$ cat src/rtl/bsg_pkg.sv
// -----------------------------------------------------------------------------
// bsg_pkg
// Shared definitions for the BSG transmit framer:
//   framer_state_t     : frame sequencing states
//   BSG_PREAMBLE_BYTE  : preamble byte value (0x55)
//   BSG_SFD_BYTE       : start-of-frame delimiter (0xD5)
//   BSG_CRC8_POLY      : CRC-8 generator polynomial (x^8+x^2+x+1)
//   crc8_step()        : folds one byte into a running CRC-8 (MSB first,
//                        no reflection, no final XOR)
// Optional feature macro used by the framer: BSG_FRAMER_CRC_EN
// -----------------------------------------------------------------------------
package bsg_pkg;

   typedef enum logic [2:0] {
      ST_IDLE = 3'd0,
      ST_PRE  = 3'd1,
      ST_SFD  = 3'd2,
      ST_LEN  = 3'd3,
      ST_PAY  = 3'd4,
      ST_CRC  = 3'd5
   } framer_state_t;

   localparam logic [7:0] BSG_PREAMBLE_BYTE = 8'h55;
   localparam logic [7:0] BSG_SFD_BYTE      = 8'hD5;
   localparam logic [7:0] BSG_CRC8_POLY     = 8'h07;

   // Byte-wide CRC-8 update: XOR the byte into the register, then run eight
   // shift/conditional-XOR steps.
   function automatic logic [7:0] crc8_step(input logic [7:0] crc,
                                            input logic [7:0] data_byte);
      logic [7:0] c;
      c = crc ^ data_byte;
      for (int i = 0; i < 8; i++) begin
         if (c[7]) c = {c[6:0], 1'b0} ^ BSG_CRC8_POLY;
         else      c = {c[6:0], 1'b0};
      end
      return c;
   endfunction

endpackage

$ cat src/rtl/bsg_tx_fifo.sv
// -----------------------------------------------------------------------------
// bsg_tx_fifo
// Synchronous payload FIFO for the transmit framer.
// Ports:
//   clk_i       : clock
//   rst_i       : synchronous active-high reset (empties FIFO, clears overflow)
//   push_i      : write request for push_data_i
//   push_data_i : byte to buffer
//   pop_i       : remove the head entry (ignored when empty)
//   head_o      : current head entry (combinational read of the array)
//   full_o      : FIFO holds FIFO_DEPTH entries
//   count_o     : number of buffered entries
//   overflow_o  : sticky, set when a push is dropped
// A push while full is accepted only when a pop happens in the same cycle,
// since the slot being written is the one being freed.
// -----------------------------------------------------------------------------
module bsg_tx_fifo #(
   parameter int DATA_WIDTH = 8,
   parameter int FIFO_DEPTH = 16,
   localparam int PTR_W     = $clog2(FIFO_DEPTH),
   localparam int CNT_W     = $clog2(FIFO_DEPTH + 1)
) (
   input  logic                  clk_i,
   input  logic                  rst_i,
   input  logic                  push_i,
   input  logic [DATA_WIDTH-1:0] push_data_i,
   input  logic                  pop_i,
   output logic [DATA_WIDTH-1:0] head_o,
   output logic                  full_o,
   output logic [CNT_W-1:0]      count_o,
   output logic                  overflow_o
);

   logic [DATA_WIDTH-1:0] mem_q [FIFO_DEPTH];
   logic [PTR_W-1:0]      wr_ptr_q, wr_ptr_d;
   logic [PTR_W-1:0]      rd_ptr_q, rd_ptr_d;
   logic [CNT_W-1:0]      count_q, count_d;
   logic                  overflow_q, overflow_d;
   logic                  push_ok;
   logic                  pop_ok;
   logic                  full;

   assign full    = (count_q == CNT_W'(FIFO_DEPTH));
   assign pop_ok  = pop_i && (count_q != '0);
   assign push_ok = push_i && (!full || pop_ok);

   always_comb begin
      wr_ptr_d   = wr_ptr_q;
      rd_ptr_d   = rd_ptr_q;
      count_d    = count_q;
      overflow_d = overflow_q;
      // Pointers are PTR_W bits and FIFO_DEPTH is a power of two, so the
      // natural binary wrap gives the modulo behaviour.
      if (push_ok) wr_ptr_d = wr_ptr_q + PTR_W'(1);
      if (pop_ok)  rd_ptr_d = rd_ptr_q + PTR_W'(1);
      if (push_ok && !pop_ok)      count_d = count_q + CNT_W'(1);
      else if (!push_ok && pop_ok) count_d = count_q - CNT_W'(1);
      if (push_i && !push_ok) overflow_d = 1'b1;
   end

   always_ff @(posedge clk_i) begin
      if (rst_i) begin
         wr_ptr_q   <= '0;
         rd_ptr_q   <= '0;
         count_q    <= '0;
         overflow_q <= 1'b0;
      end else begin
         wr_ptr_q   <= wr_ptr_d;
         rd_ptr_q   <= rd_ptr_d;
         count_q    <= count_d;
         overflow_q <= overflow_d;
      end
   end

   // Storage kept out of the reset path so it maps onto plain RAM.
   always_ff @(posedge clk_i) begin
      if (push_ok) mem_q[wr_ptr_q] <= push_data_i;
   end

   // Head is read combinationally so the next payload byte is presented the
   // cycle after a pop with no bubble.
   assign head_o     = mem_q[rd_ptr_q];
   assign full_o     = full;
   assign count_o    = count_q;
   assign overflow_o = overflow_q;

endmodule

$ cat src/rtl/bsg_tx_framer.sv
// -----------------------------------------------------------------------------
// bsg_tx_framer
// Transmit framer feeding the modulator byte interface. Buffers payload bytes
// in bsg_tx_fifo and, on start, emits:
//   PREAMBLE_LEN x 0x55, 0xD5, LEN, LEN payload bytes [, CRC-8]
// Ports:
//   G_CLK_TX   : transmit clock (rising edge)
//   rst        : synchronous active-high reset
//   wr_en      : push wr_data into the FIFO
//   wr_data    : payload byte
//   start      : request a frame of the current FIFO contents (IDLE only)
//   mod_ready  : downstream accepts data_out this cycle
//   enable     : data_out valid
//   data_out   : frame byte
//   busy       : frame in progress
//   fifo_full  : FIFO holds FIFO_DEPTH bytes
//   fifo_count : bytes buffered
//   overflow   : sticky, a write was dropped
// Configuration macro: BSG_FRAMER_CRC_EN (adds the CRC-8 trailer byte,
// computed over LEN and payload). DATA_WIDTH must be 8.
// -----------------------------------------------------------------------------
module bsg_tx_framer
   import bsg_pkg::*;
#(
   parameter int DATA_WIDTH   = 8,
   parameter int FIFO_DEPTH   = 16,
   parameter int PREAMBLE_LEN = 4,
   localparam int CNT_W       = $clog2(FIFO_DEPTH + 1)
) (
   input  logic                  G_CLK_TX,
   input  logic                  rst,
   input  logic                  wr_en,
   input  logic [DATA_WIDTH-1:0] wr_data,
   input  logic                  start,
   input  logic                  mod_ready,
   output logic                  enable,
   output logic [DATA_WIDTH-1:0] data_out,
   output logic                  busy,
   output logic                  fifo_full,
   output logic [CNT_W-1:0]      fifo_count,
   output logic                  overflow
);

   framer_state_t         state_q, state_d;
   logic [3:0]            pre_cnt_q, pre_cnt_d;
   logic [CNT_W-1:0]      len_q, len_d;
   logic [CNT_W-1:0]      pay_cnt_q, pay_cnt_d;
   logic [DATA_WIDTH-1:0] fifo_head;
   logic                  active;
   logic                  xfer;
   logic                  pop;
`ifdef BSG_FRAMER_CRC_EN
   logic [7:0]            crc_q, crc_d;
`endif

   assign active = (state_q != ST_IDLE);
   assign xfer   = active && mod_ready;
   // Only payload transfers consume FIFO entries.
   assign pop    = (state_q == ST_PAY) && mod_ready;

   bsg_tx_fifo #(
      .DATA_WIDTH (DATA_WIDTH),
      .FIFO_DEPTH (FIFO_DEPTH)
   ) u_fifo (
      .clk_i       (G_CLK_TX),
      .rst_i       (rst),
      .push_i      (wr_en),
      .push_data_i (wr_data),
      .pop_i       (pop),
      .head_o      (fifo_head),
      .full_o      (fifo_full),
      .count_o     (fifo_count),
      .overflow_o  (overflow)
   );

   // Output byte is a pure function of the registered state, so it holds
   // automatically while mod_ready is low.
   always_comb begin
      data_out = '0;
      case (state_q)
         ST_PRE:  data_out = BSG_PREAMBLE_BYTE;
         ST_SFD:  data_out = BSG_SFD_BYTE;
         ST_LEN:  data_out = DATA_WIDTH'(len_q);
         ST_PAY:  data_out = fifo_head;
`ifdef BSG_FRAMER_CRC_EN
         ST_CRC:  data_out = crc_q;
`endif
         default: data_out = '0;
      endcase
   end

   always_comb begin
      state_d   = state_q;
      pre_cnt_d = pre_cnt_q;
      len_d     = len_q;
      pay_cnt_d = pay_cnt_q;
`ifdef BSG_FRAMER_CRC_EN
      crc_d     = crc_q;
`endif
      case (state_q)
         ST_IDLE: begin
            // Length is frozen here; later writes belong to the next frame.
            if (start && (fifo_count != '0)) begin
               len_d     = fifo_count;
               pre_cnt_d = '0;
               pay_cnt_d = '0;
`ifdef BSG_FRAMER_CRC_EN
               crc_d     = 8'h00;
`endif
               state_d   = ST_PRE;
            end
         end
         ST_PRE: begin
            if (xfer) begin
               if (pre_cnt_q == 4'(PREAMBLE_LEN - 1)) state_d = ST_SFD;
               else pre_cnt_d = pre_cnt_q + 4'd1;
            end
         end
         ST_SFD: begin
            if (xfer) state_d = ST_LEN;
         end
         ST_LEN: begin
            if (xfer) begin
`ifdef BSG_FRAMER_CRC_EN
               crc_d   = crc8_step(crc_q, data_out);
`endif
               state_d = ST_PAY;
            end
         end
         ST_PAY: begin
            if (xfer) begin
`ifdef BSG_FRAMER_CRC_EN
               crc_d = crc8_step(crc_q, data_out);
`endif
               if (pay_cnt_q == len_q - CNT_W'(1)) begin
`ifdef BSG_FRAMER_CRC_EN
                  state_d = ST_CRC;
`else
                  state_d = ST_IDLE;
`endif
               end else begin
                  pay_cnt_d = pay_cnt_q + CNT_W'(1);
               end
            end
         end
`ifdef BSG_FRAMER_CRC_EN
         ST_CRC: begin
            if (xfer) state_d = ST_IDLE;
         end
`endif
         default: state_d = ST_IDLE;
      endcase
   end

   always_ff @(posedge G_CLK_TX) begin
      if (rst) begin
         state_q   <= ST_IDLE;
         pre_cnt_q <= '0;
         len_q     <= '0;
         pay_cnt_q <= '0;
`ifdef BSG_FRAMER_CRC_EN
         crc_q     <= 8'h00;
`endif
      end else begin
         state_q   <= state_d;
         pre_cnt_q <= pre_cnt_d;
         len_q     <= len_d;
         pay_cnt_q <= pay_cnt_d;
`ifdef BSG_FRAMER_CRC_EN
         crc_q     <= crc_d;
`endif
      end
   end

   assign enable = active;
   assign busy   = active;

endmodule

$ cat config.mk
export PLATFORM = sky130hd
export DESIGN_NAME = bsg_tx_framer
export DESIGN_NICKNAME = d
export VERILOG_FILES = /design/src/rtl/bsg_pkg.sv /design/src/rtl/bsg_tx_fifo.sv /design/src/rtl/bsg_tx_framer.sv
export SDC_FILE = /design/constraint.sdc
export NUM_CORES = 1
export LEC_CHECK = 0
export ABC_AREA = 1
export CAP_MARGIN = 30
export CELL_PAD_IN_SITES_DETAIL_PLACEMENT = 0
export CELL_PAD_IN_SITES_GLOBAL_PLACEMENT = 1
export CORE_MARGIN = 5
export CORE_UTILIZATION = 45
export CTS_CLUSTER_DIAMETER = 60
export CTS_CLUSTER_SIZE = 28
export DETAILED_ROUTE_END_ITERATION = 7
export GPL_TIMING_DRIVEN = 0
export PLACE_DENSITY_LB_ADDON = 0.1
export SETUP_SLACK_MARGIN = 0.1
export SYNTH_ARGS = -nofsm -noshare
export SYNTH_HDL_FRONTEND = slang
export SYNTH_SLANG_ARGS = --single-unit
$ cat constraint.sdc
create_clock -name G_CLK_TX -period 7.5 [get_ports G_CLK_TX]
set_input_delay 1.875 -clock G_CLK_TX [delete_from_list [all_inputs] [get_ports G_CLK_TX]]
set_output_delay 1.875 -clock G_CLK_TX [all_outputs]
set_load 0.05 [all_outputs]
### After elaboration in Yosys (flattened, before gate mapping)

Memories as Yosys holds them, arrays and structs flattened. A register that Yosys moved wholly into a read port is not among the register bits.
Index checks and enable logic that the tools add are counted.

| storage, ports and cells | value |
|---|---|
| flip-flop bits (word level) | 31 |
| memory bits (writable) | 128 |
| input port bits | 13 |
| word-level logic and storage cells | 77 |
| memories kept | 1 |

| cells by class | value |
|---|---|
| add/sub/neg operators | 7 |
| eq/ne operators | 16 |
| muxes and demuxes | 23 |
| reductions and logical operators | 22 |

Memory list:

| name | depth | width | read ports | clocked after Yosys merged registers in | write ports | line | source |
|---|---|---|---|---|---|---|---|
| u_fifo.mem_q | 16 | 8 | 1 | 1 | 1 | bsg_tx_fifo.sv:34 | `logic [DATA_WIDTH-1:0] mem_q [FIFO_DEPTH];` |

Operator list:

| operator | number |
|---|---|
| 8-bit one-hot mux with 4 select lines | 1 |
| 5-bit 2-to-1 mux | 5 |
| 3-bit 2-to-1 mux | 7 |
| 4-bit 2-to-1 mux | 5 |
| 2-bit inequality test, second input constant | 8 |
| 3-bit one-hot mux with 5 select lines | 1 |
| 4-bit by 1-bit adder with 4-bit output, second input constant | 3 |
| 5-bit by 1-bit adder with 5-bit output, second input constant | 2 |
| 5-bit one-hot mux with 2 select lines | 1 |
| 5-bit by 1-bit subtractor with 5-bit output, second input constant | 2 |
| 1-bit logical AND | 8 |
| 4-bit one-hot mux with 2 select lines | 1 |
| 4-bit AND reduction | 2 |
| 7-bit AND reduction | 1 |
| 3-bit by 2-bit == test with 1-bit output, second input constant | 2 |
| 2-bit nonzero test | 3 |
| 5-bit == test | 1 |
| 5-bit == test, second input constant | 1 |
| 5-bit nonzero test | 1 |
| 4-bit by 2-bit == test with 1-bit output, second input constant | 1 |
| 3-bit by 1-bit == test with 1-bit output, second input constant | 1 |
| 3-bit == test, second input constant | 1 |
| 1-bit logical NOT | 3 |
| 3-bit logical NOT | 1 |
| 5 further kinds | 6 |

### Longest topological paths before layout

Gate-level depths: netlist (run 1).

| logic depth | value |
|---|---|
| word-level depth | 9 |
| mapped depth | 17 |

### By module

A second synthesis (run 1) with hierarchy kept.

| unflattened totals | value |
|---|---|
| cell total of the unflattened synthesis | 746 |
| area total of the unflattened synthesis | 7319.5 um2 |

Modules (own cells, without submodules):

| module | instances | cells each | area an instance (um2) |
|---|---|---|---|
| bsg_tx_fifo | 1 | 568 | 6150.9 |
| bsg_tx_framer | 1 | 178 | 1168.6 |

### Least setup slack after synthesis (run 1)

No wires, ideal clock.

| timing | value |
|---|---|
| path type | register to output |
| start | reg (tool-made name) |
| end | out data_out[5] |
| arrival time | 1.827 ns |
| required time | 5.625 ns |
| setup slack | 3.798 ns |
| stages on the path, launching flop included | 8 |
| path through | dfxtp_1 > buf_4 > inv_2 > buf_2 > o21ai_0 > o221ai_1 > nand3_1 > a21oi_1 |

RTL lines:

| element | line | source |
|---|---|---|
| to (decl) | bsg_tx_framer.sv:37 | `output logic [DATA_WIDTH-1:0] data_out,` |

==> flow_metrics.env, run 1 <==
export IMPL_period_needed_ns=5.19
export IMPL_synth_cell_type_count=35
export IMPL_worstPathBufferInverterCount=3
export IMPL_cts_root_buffer="sky130_fd_sc_hd__clkbuf_16"
export IMPL_final_hold_violation_count=0
export IMPL_cts_tree="built"
export IMPL_global_route_congestion_overflow_total=0
export IMPL_timing_worst_slew_pin_value_ns=0.983
export IMPL_synthDominantAreaCellType="sky130_fd_sc_hd__edfxtp_1"
export IMPL_antenna_violating_nets_left=0
export IMPL_synth_area_top_cells="sky130_fd_sc_hd__edfxtp_1, sky130_fd_sc_hd__dfxtp_1, sky130_fd_sc_hd__nor2_1"
export IMPL_cts_inserted_buffers=17
export IMPL_syn_to_final_growth_pct=16.2
export IMPL_post_synth_most_frequent_cells="sky130_fd_sc_hd__edfxtp_1, sky130_fd_sc_hd__nor2_1, sky130_fd_sc_hd__nand2_1, sky130_fd_sc_hd__o21ai_0, sky130_fd_sc_hd__o21ai_1"
export IMPL_maxClockFrequency_mhz=193
export IMPL_clk_latency_ns=0.43
export IMPL_dieWidth_um=135
export IMPL_clkTransAtPathRegs_ns=0.06
export IMPL_synth_nets=691
export IMPL_holdCritPathClass="flop to flop"
export IMPL_setup_violations=0
export IMPL_power_share_clock_pct=35.0
export IMPL_dp_hpwl_um=12400
export IMPL_drv_slew=0
export IMPL_worst_case_register_to_register_setup_slack_ns=4.61
export IMPL_route_detailed_drc=0
export IMPL_critical_path_arrival_ns=3.32
export IMPL_ys_seq_area_share_pct=64.8
export IMPL_finalCritPeriodShare_pct=69.2
export IMPL_critical_path_max_stage_delay_ns=0.82
export IMPL_switching_share_pct=30.8
export IMPL_crit_path_cell_trace="inv_2, clkbuf_1, o21ai_0, o22ai_1, nor2_1, o22ai_1, nand2_1, nand2_1, clkdlybuf4s50_1"
export IMPL_placement_io_buffers=29
export IMPL_setup_worst_path_end_class="output pin"
export IMPL_totalWireLength_um=18000
export IMPL_power_switching_mw=0.725
export IMPL_asyncSetResetFlopFracSynth_pct=0
export IMPL_timing_rr_start="u_fifo.count_o[0]"
export IMPL_worstHoldStart="u_fifo.overflow_o"
export IMPL_detailedRoute_firstPassIterationCount=5
export IMPL_number_of_enable_flip_flop_cells_after_synthesis=128
export IMPL_seq_power_share_pct=44.6
export IMPL_vdd_ir_drop_worst_uv=163
export IMPL_coreArea_um2=15300
export IMPL_row_count=45
export IMPL_grt_antenna_before_repair=0
export IMPL_pwr_density_cell_nw_per_um2=289
export IMPL_clock_skew_final_ns=0.0105
export IMPL_cts_setup_buffers=0
export IMPL_timing_critical_path_fanout_max=10
export IMPL_routed_via_count=5054
export IMPL_critical_path_top_delay_family="buffers and inverters"
export IMPL_cts_max_path_buffers=2
export IMPL_power_report_internal_total_mw=1.63
export IMPL_boundaryPins=30
export IMPL_first_pass_grt_wire_length_um=27400
export IMPL_cts_sinks=163
export IMPL_cts_resized=0
export IMPL_synth_cell_area_um2=7020
export IMPL_first_iter_violations=502
export IMPL_yosys_warnings=0
export IMPL_synthesis_instances=665
export IMPL_path_class="flop to output pin"
export IMPL_status="completed"
export IMPL_post_layout_total_power_mw=2.36
export IMPL_maxCapViolations=0
export IMPL_grt_max_degree=17
export IMPL_num_antenna_cells=0
export IMPL_die_height_um=135
export IMPL_gr_usage_all_layers_pct=20.4
export IMPL_critical_path_required_ns=5.62
export IMPL_post_drt_wl_per_cell_um=19.2
export IMPL_nets=742
export IMPL_initial_core_util_pct=46.0
export IMPL_post_synth_top_count_cell="sky130_fd_sc_hd__edfxtp_1"
export IMPL_slew_headroom_pct=34.2
export IMPL_via_count_of_the_first_global_routing_pass=4675
export IMPL_synth_top_area_share_pct=54.8
export IMPL_drt_vias_per_instance=5.38
export IMPL_power_leakage_nw=2.89
export IMPL_cpMaxStageDelayCell="sky130_fd_sc_hd__clkdlybuf4s50_1"
export IMPL_design_die_area_um2=18200
export IMPL_filler_instances=1393
export IMPL_finalSetupTns_ns=0
export IMPL_drive_gt1_share_pct=10.7
export IMPL_h_tree_depth=4
export IMPL_power_frac_comb_pct=20.4
export IMPL_gp_routability_congestion=0.831
export IMPL_rsz_0062_raised_after_global_routing="false"
export IMPL_synth_ff_type="sky130_fd_sc_hd__edfxtp_1"
export IMPL_cts_hold_buffers=0
export IMPL_cp_start_kind="flop"
export IMPL_syn_avg_cell_area_um2=10.6
export IMPL_ys_seq_elements=163
registers in the layout, indices dropped and copies added, names as in the netlist, named ones only:
signal	flops
u_fifo.mem_q	128
len_q	5
u_fifo.wr_ptr_q	4
u_fifo.rd_ptr_q	4
u_fifo.overflow_o	1
u_fifo.count_o	5
pre_cnt_q	4
state_q	3
pay_cnt_q	5
tightest hold or removal path, stage by stage (launching register included):
cell,delay (ns)
sky130_fd_sc_hd__dfxtp_1,0.31
sky130_fd_sc_hd__inv_1,0.05
sky130_fd_sc_hd__a21oi_1,0.05
metrics by stage:
stage	area (um^2)	util, %	hold slack, ns	setup WS (ns)	cells
finish	8150	53.4	0.455	2.31	940
global route	8150	53.4	0.493	2.16	940
CTS	8140	53.3	0.461	2.30	938
detailed placement	7580	49.7	0.445	2.77	906
global placement	7570	49.6	0.439	2.77	905
floorplan	7020	-	0.442	3.80	665
layout by cell type, fill, tap and decap left out, drive strengths merged:
master         Yosys  routed
a21oi             32      32
xor2               5       5
nand4              3       3
a21o               2       2
clkinv             1       8
edfxtp           128     128
inv               44      49
o211ai             8       8
nor3               3       3
dfxtp             35      35
xnor2              1       1
ha                12      12
nand2             85      85
clkdlybuf4s50      0      29
bufinv             0       1
clkinvlp           0       1
clkbuf            11      29
or2                1       1
o221ai             7       7
buf               18      21
nor2             122     122
a31oi              1       1
o21ai             98      98
o22ai             21      21
fa                 1       1
nand3             26      26
area by class of cell:
type | count | area [um^2] | area share [%]
flip-flops and latches | 163 | 4540 | 55.7
multi-input cells | 428 | 2160 | 26.5
clock buffers | 18 | 429 | 5.26
repair buffers | 32 | 313 | 3.84
well taps | 211 | 264 | 3.24
inverters | 45 | 171 | 2.10
plain buffers | 29 | 143 | 1.75
clock inverters | 14 | 128 | 1.57
power by group through the flow:
| stage | clock network [mW] | logic (mW) | registers (mW) |
|---|---|---|---|
| after floorplan | 0 | 0.320 | 1.08 |
| after global placement | 0 | 0.473 | 1.07 |
| final | 0.823 | 0.481 | 1.05 |
| after detailed placement | 0 | 0.480 | 1.07 |
| after global routing | 0.881 | 0.530 | 1.06 |
| after CTS | 0.833 | 0.481 | 1.05 |
worst paths after layout:
kind / depth (start not counted) / to
worst min-delay path: 2 / u_fifo.overflow_o
worst max-delay path: 9 / data_out[4]
worst min register to register: 2 / u_fifo.overflow_o
worst max register to register: 16 / u_fifo.count_o[4]
routing by layer:
metal  global-route usage, %  vias up  wire length, um
met5                       0        -                0
met1                    29.9     2443             8510
met3                    4.17       18             1010
li1                        -     2440                -
met4                    5.94        0              257
met2                    30.7      153             8260
cells by family after synthesis:
| group | after synthesis | synth area share [%] |
|---|---|---|
| adder cells (fa/ha/maj) | 13 | 2.42 |
| buffers and inverters | 74 | 4.47 |
| flip-flops | 163 | 64.8 |
| AND/OR/NAND/NOR | 240 | 14.2 |
| XOR/XNOR | 6 | 0.749 |
| AO/OA/AOI/OAI | 169 | 13.4 |
(Power assumes the default switching activity.)
==> run 2, diff against run 1 <==
CORE_UTILIZATION = 43   (was 45)
clock period = 4.4 ns   (was 7.5 ns; I/O delays follow)
==> run 2 against run 1 <==
Effect of this change: setup slack worse by 2.0 ns; routed wire length is 0.11% lower; first-iteration DRC count down 9.2%; combinational power grew 70%; critical path depth up 1; sequential power up 70%; clock skew decreased by 0.0020 ns; count of clock-buffer cells in the layout rose by 4; clock power grew 77%; hold slack improved by 0.0069 ns; largest power group unchanged; highest routed layer unchanged.
==> flow_metrics.env, run 2 (same netlist as run 1, synthesis figures left out) <==
export IMPL_status="completed"
export IMPL_num_antenna_cells=0
export IMPL_row_count=46
export IMPL_maxCapViolations=0
export IMPL_cts_inserted_buffers=17
export IMPL_most_common_layout_cells="sky130_fd_sc_hd__edfxtp_1, sky130_fd_sc_hd__nor2_1, sky130_fd_sc_hd__nand2_1"
export IMPL_setup_worst_path_end_class="output pin"
export IMPL_met3_usage_pct=5.66
export IMPL_cts_root_buffer="sky130_fd_sc_hd__clkbuf_16"
export IMPL_critical_path_arrival_ns=3.02
export IMPL_initial_core_util_pct=44.0
export IMPL_critical_path_required_ns=3.30
export IMPL_first_pass_grt_wire_length_um=27200
export IMPL_design_die_area_um2=19000
export IMPL_syn_to_final_growth_pct=16.9
export IMPL_drv_slew=0
export IMPL_regMostFlops="u_fifo.mem_q"
export IMPL_drt_vias_per_instance=5.35
export IMPL_cts_setup_buffers=0
export IMPL_dieWidth_um=138
export IMPL_clock_skew_final_ns=0.00843
export IMPL_maxClockFrequency_mhz=243
export IMPL_holdCritPathClass="flop to flop"
export IMPL_worst_r2r_cell_count=16
export IMPL_rsz_0062_raised_after_global_routing="false"
export IMPL_grt_busiest_layer="met1"
export IMPL_gr_usage_all_layers_pct=19.9
export IMPL_cp_start_kind="flop"
export IMPL_clk_latency_ns=0.43
export IMPL_coreArea_um2=15900
export IMPL_via_count_of_the_first_global_routing_pass=4668
export IMPL_antenna_violating_nets_left=0
export IMPL_critPathCapture="data_out[2]"
export IMPL_h_tree_depth=4
export IMPL_route_detailed_drc=0
export IMPL_placement_io_buffers=29
export IMPL_largest_register_ff_count=128
export IMPL_globalRouteMet2Util_pct=29.0
export IMPL_power_leakage_nw=2.94
export IMPL_pwr_density_cell_nw_per_um2=496
export IMPL_cts_hold_buffers=0
export IMPL_totalWireLength_um=18000
export IMPL_finalSetupTns_ns=0
export IMPL_power_report_internal_total_mw=2.83
export IMPL_filler_instances=1468
export IMPL_power_share_clock_pct=35.9
export IMPL_timing_critical_path_fanout_max=10
export IMPL_die_height_um=138
export IMPL_period_needed_ns=4.12
export IMPL_timing_worst_slew_pin_value_ns=0.978
export IMPL_clkTransAtPathRegs_ns=0.06
export IMPL_path_class="flop to output pin"
export IMPL_final_hold_violation_count=0
export IMPL_seq_power_share_pct=44.1
export IMPL_cts_sinks=163
export IMPL_power_frac_comb_pct=20.1
export IMPL_layout_commonest_cell="sky130_fd_sc_hd__edfxtp_1"
export IMPL_grt_antenna_before_repair=0
export IMPL_routed_via_count=5059
export IMPL_post_drt_wl_per_cell_um=19.1
export IMPL_cts_max_path_buffers=2
export IMPL_nets=743
export IMPL_dp_hpwl_um=12200
export IMPL_timing_rr_start="u_fifo.count_o[1]"
export IMPL_post_layout_total_power_mw=4.07
export IMPL_globalRouteMet1Util_pct=29.5
export IMPL_worst_case_register_to_register_setup_slack_ns=1.56
export IMPL_vdd_ir_drop_worst_uv=305
export IMPL_power_switching_mw=1.24
export IMPL_grt_max_degree=17
export IMPL_cts_tree="built"
export IMPL_first_iter_violations=456
export IMPL_switching_share_pct=30.4
export IMPL_setup_violations=0
export IMPL_gp_routability_congestion=0.787
export IMPL_slew_headroom_pct=34.6
export IMPL_finalCritPeriodShare_pct=93.7
export IMPL_boundaryPins=30
export IMPL_global_route_congestion_overflow_total=0
export IMPL_drive_gt1_share_pct=11.5
export IMPL_timing_rr_end="u_fifo.count_o[4]"
export IMPL_detailedRoute_firstPassIterationCount=5
-- run 2: cell type report --
cell class	count	area [um^2]	share of cell area, %
flip-flops and latches	163	4540	55.4
clock buffers	22	518	6.32
inverters	45	171	2.09
plain buffers	29	148	1.80
clock inverters	10	68.8	0.839
repair buffers	33	322	3.92
multi-input cells	428	2160	26.3
well taps	216	270	3.30
-- run 2: timing repair --
item | 4_1_cts | 5_1_grt
gates resized for setup | 3 | 5
hold endpoints to repair | 0 | 0
endpoints found under the setup margin | 3 | 3
-- run 2: metrics by stage --
step	cell area (um^2)	util [%]	setup slack, ns	hold slack (ns)	std cells
after floorplan	7020	-	1.12	0.442	665
after global placement	7580	47.5	0.479	0.437	910
after detailed placement	7580	47.5	0.450	0.452	910
after CTS	8170	51.2	0.159	0.462	942
after global routing	8200	51.4	0.158	0.473	946
final	8200	51.4	0.276	0.462	946
-- run 2: power by group through the flow --
stage / clock [mW] / sequential (mW) / combinational [mW]
after global placement: 0 / 1.82 / 0.811
final: 1.46 / 1.79 / 0.816
after floorplan: 0 / 1.84 / 0.545
after detailed placement: 0 / 1.82 / 0.819
after CTS: 1.47 / 1.79 / 0.819
after global routing: 1.54 / 1.80 / 0.897
-- run 2: how the worst min path moves through the flow --
stage                     slack, ns               start           endpoint  cells after the start
after detailed placement       0.45   u_fifo.overflow_o  u_fifo.overflow_o                      2
after global placement         0.44   u_fifo.overflow_o  u_fifo.overflow_o                      2
after global routing           0.47   u_fifo.overflow_o  u_fifo.overflow_o                      2
after CTS                      0.46   u_fifo.overflow_o  u_fifo.overflow_o                      2
final                          0.46   u_fifo.overflow_o  u_fifo.overflow_o                      2
after floorplan                0.44  u_fifo.rd_ptr_q[3]               flop                      2
-- run 2: metal layers --
metal  vias up  share of wire, %
met3        16               6.7
met5         -                 0
met4         0               1.2
met1      2422                48
met2       173                45
li1       2448                 -
-- run 2: worst max-delay path, stage by stage, from the launching register on --
cell                              delay, ns
sky130_fd_sc_hd__dfxtp_1               0.31
sky130_fd_sc_hd__buf_4                 0.17
sky130_fd_sc_hd__inv_2                 0.18
sky130_fd_sc_hd__buf_2                 0.36
sky130_fd_sc_hd__nor2_1                0.07
sky130_fd_sc_hd__o22ai_1               0.22
sky130_fd_sc_hd__nor2_1                0.06
sky130_fd_sc_hd__o22ai_1               0.24
sky130_fd_sc_hd__nand2_1               0.08
sky130_fd_sc_hd__nand2_1               0.09
sky130_fd_sc_hd__clkdlybuf4s50_1       0.80
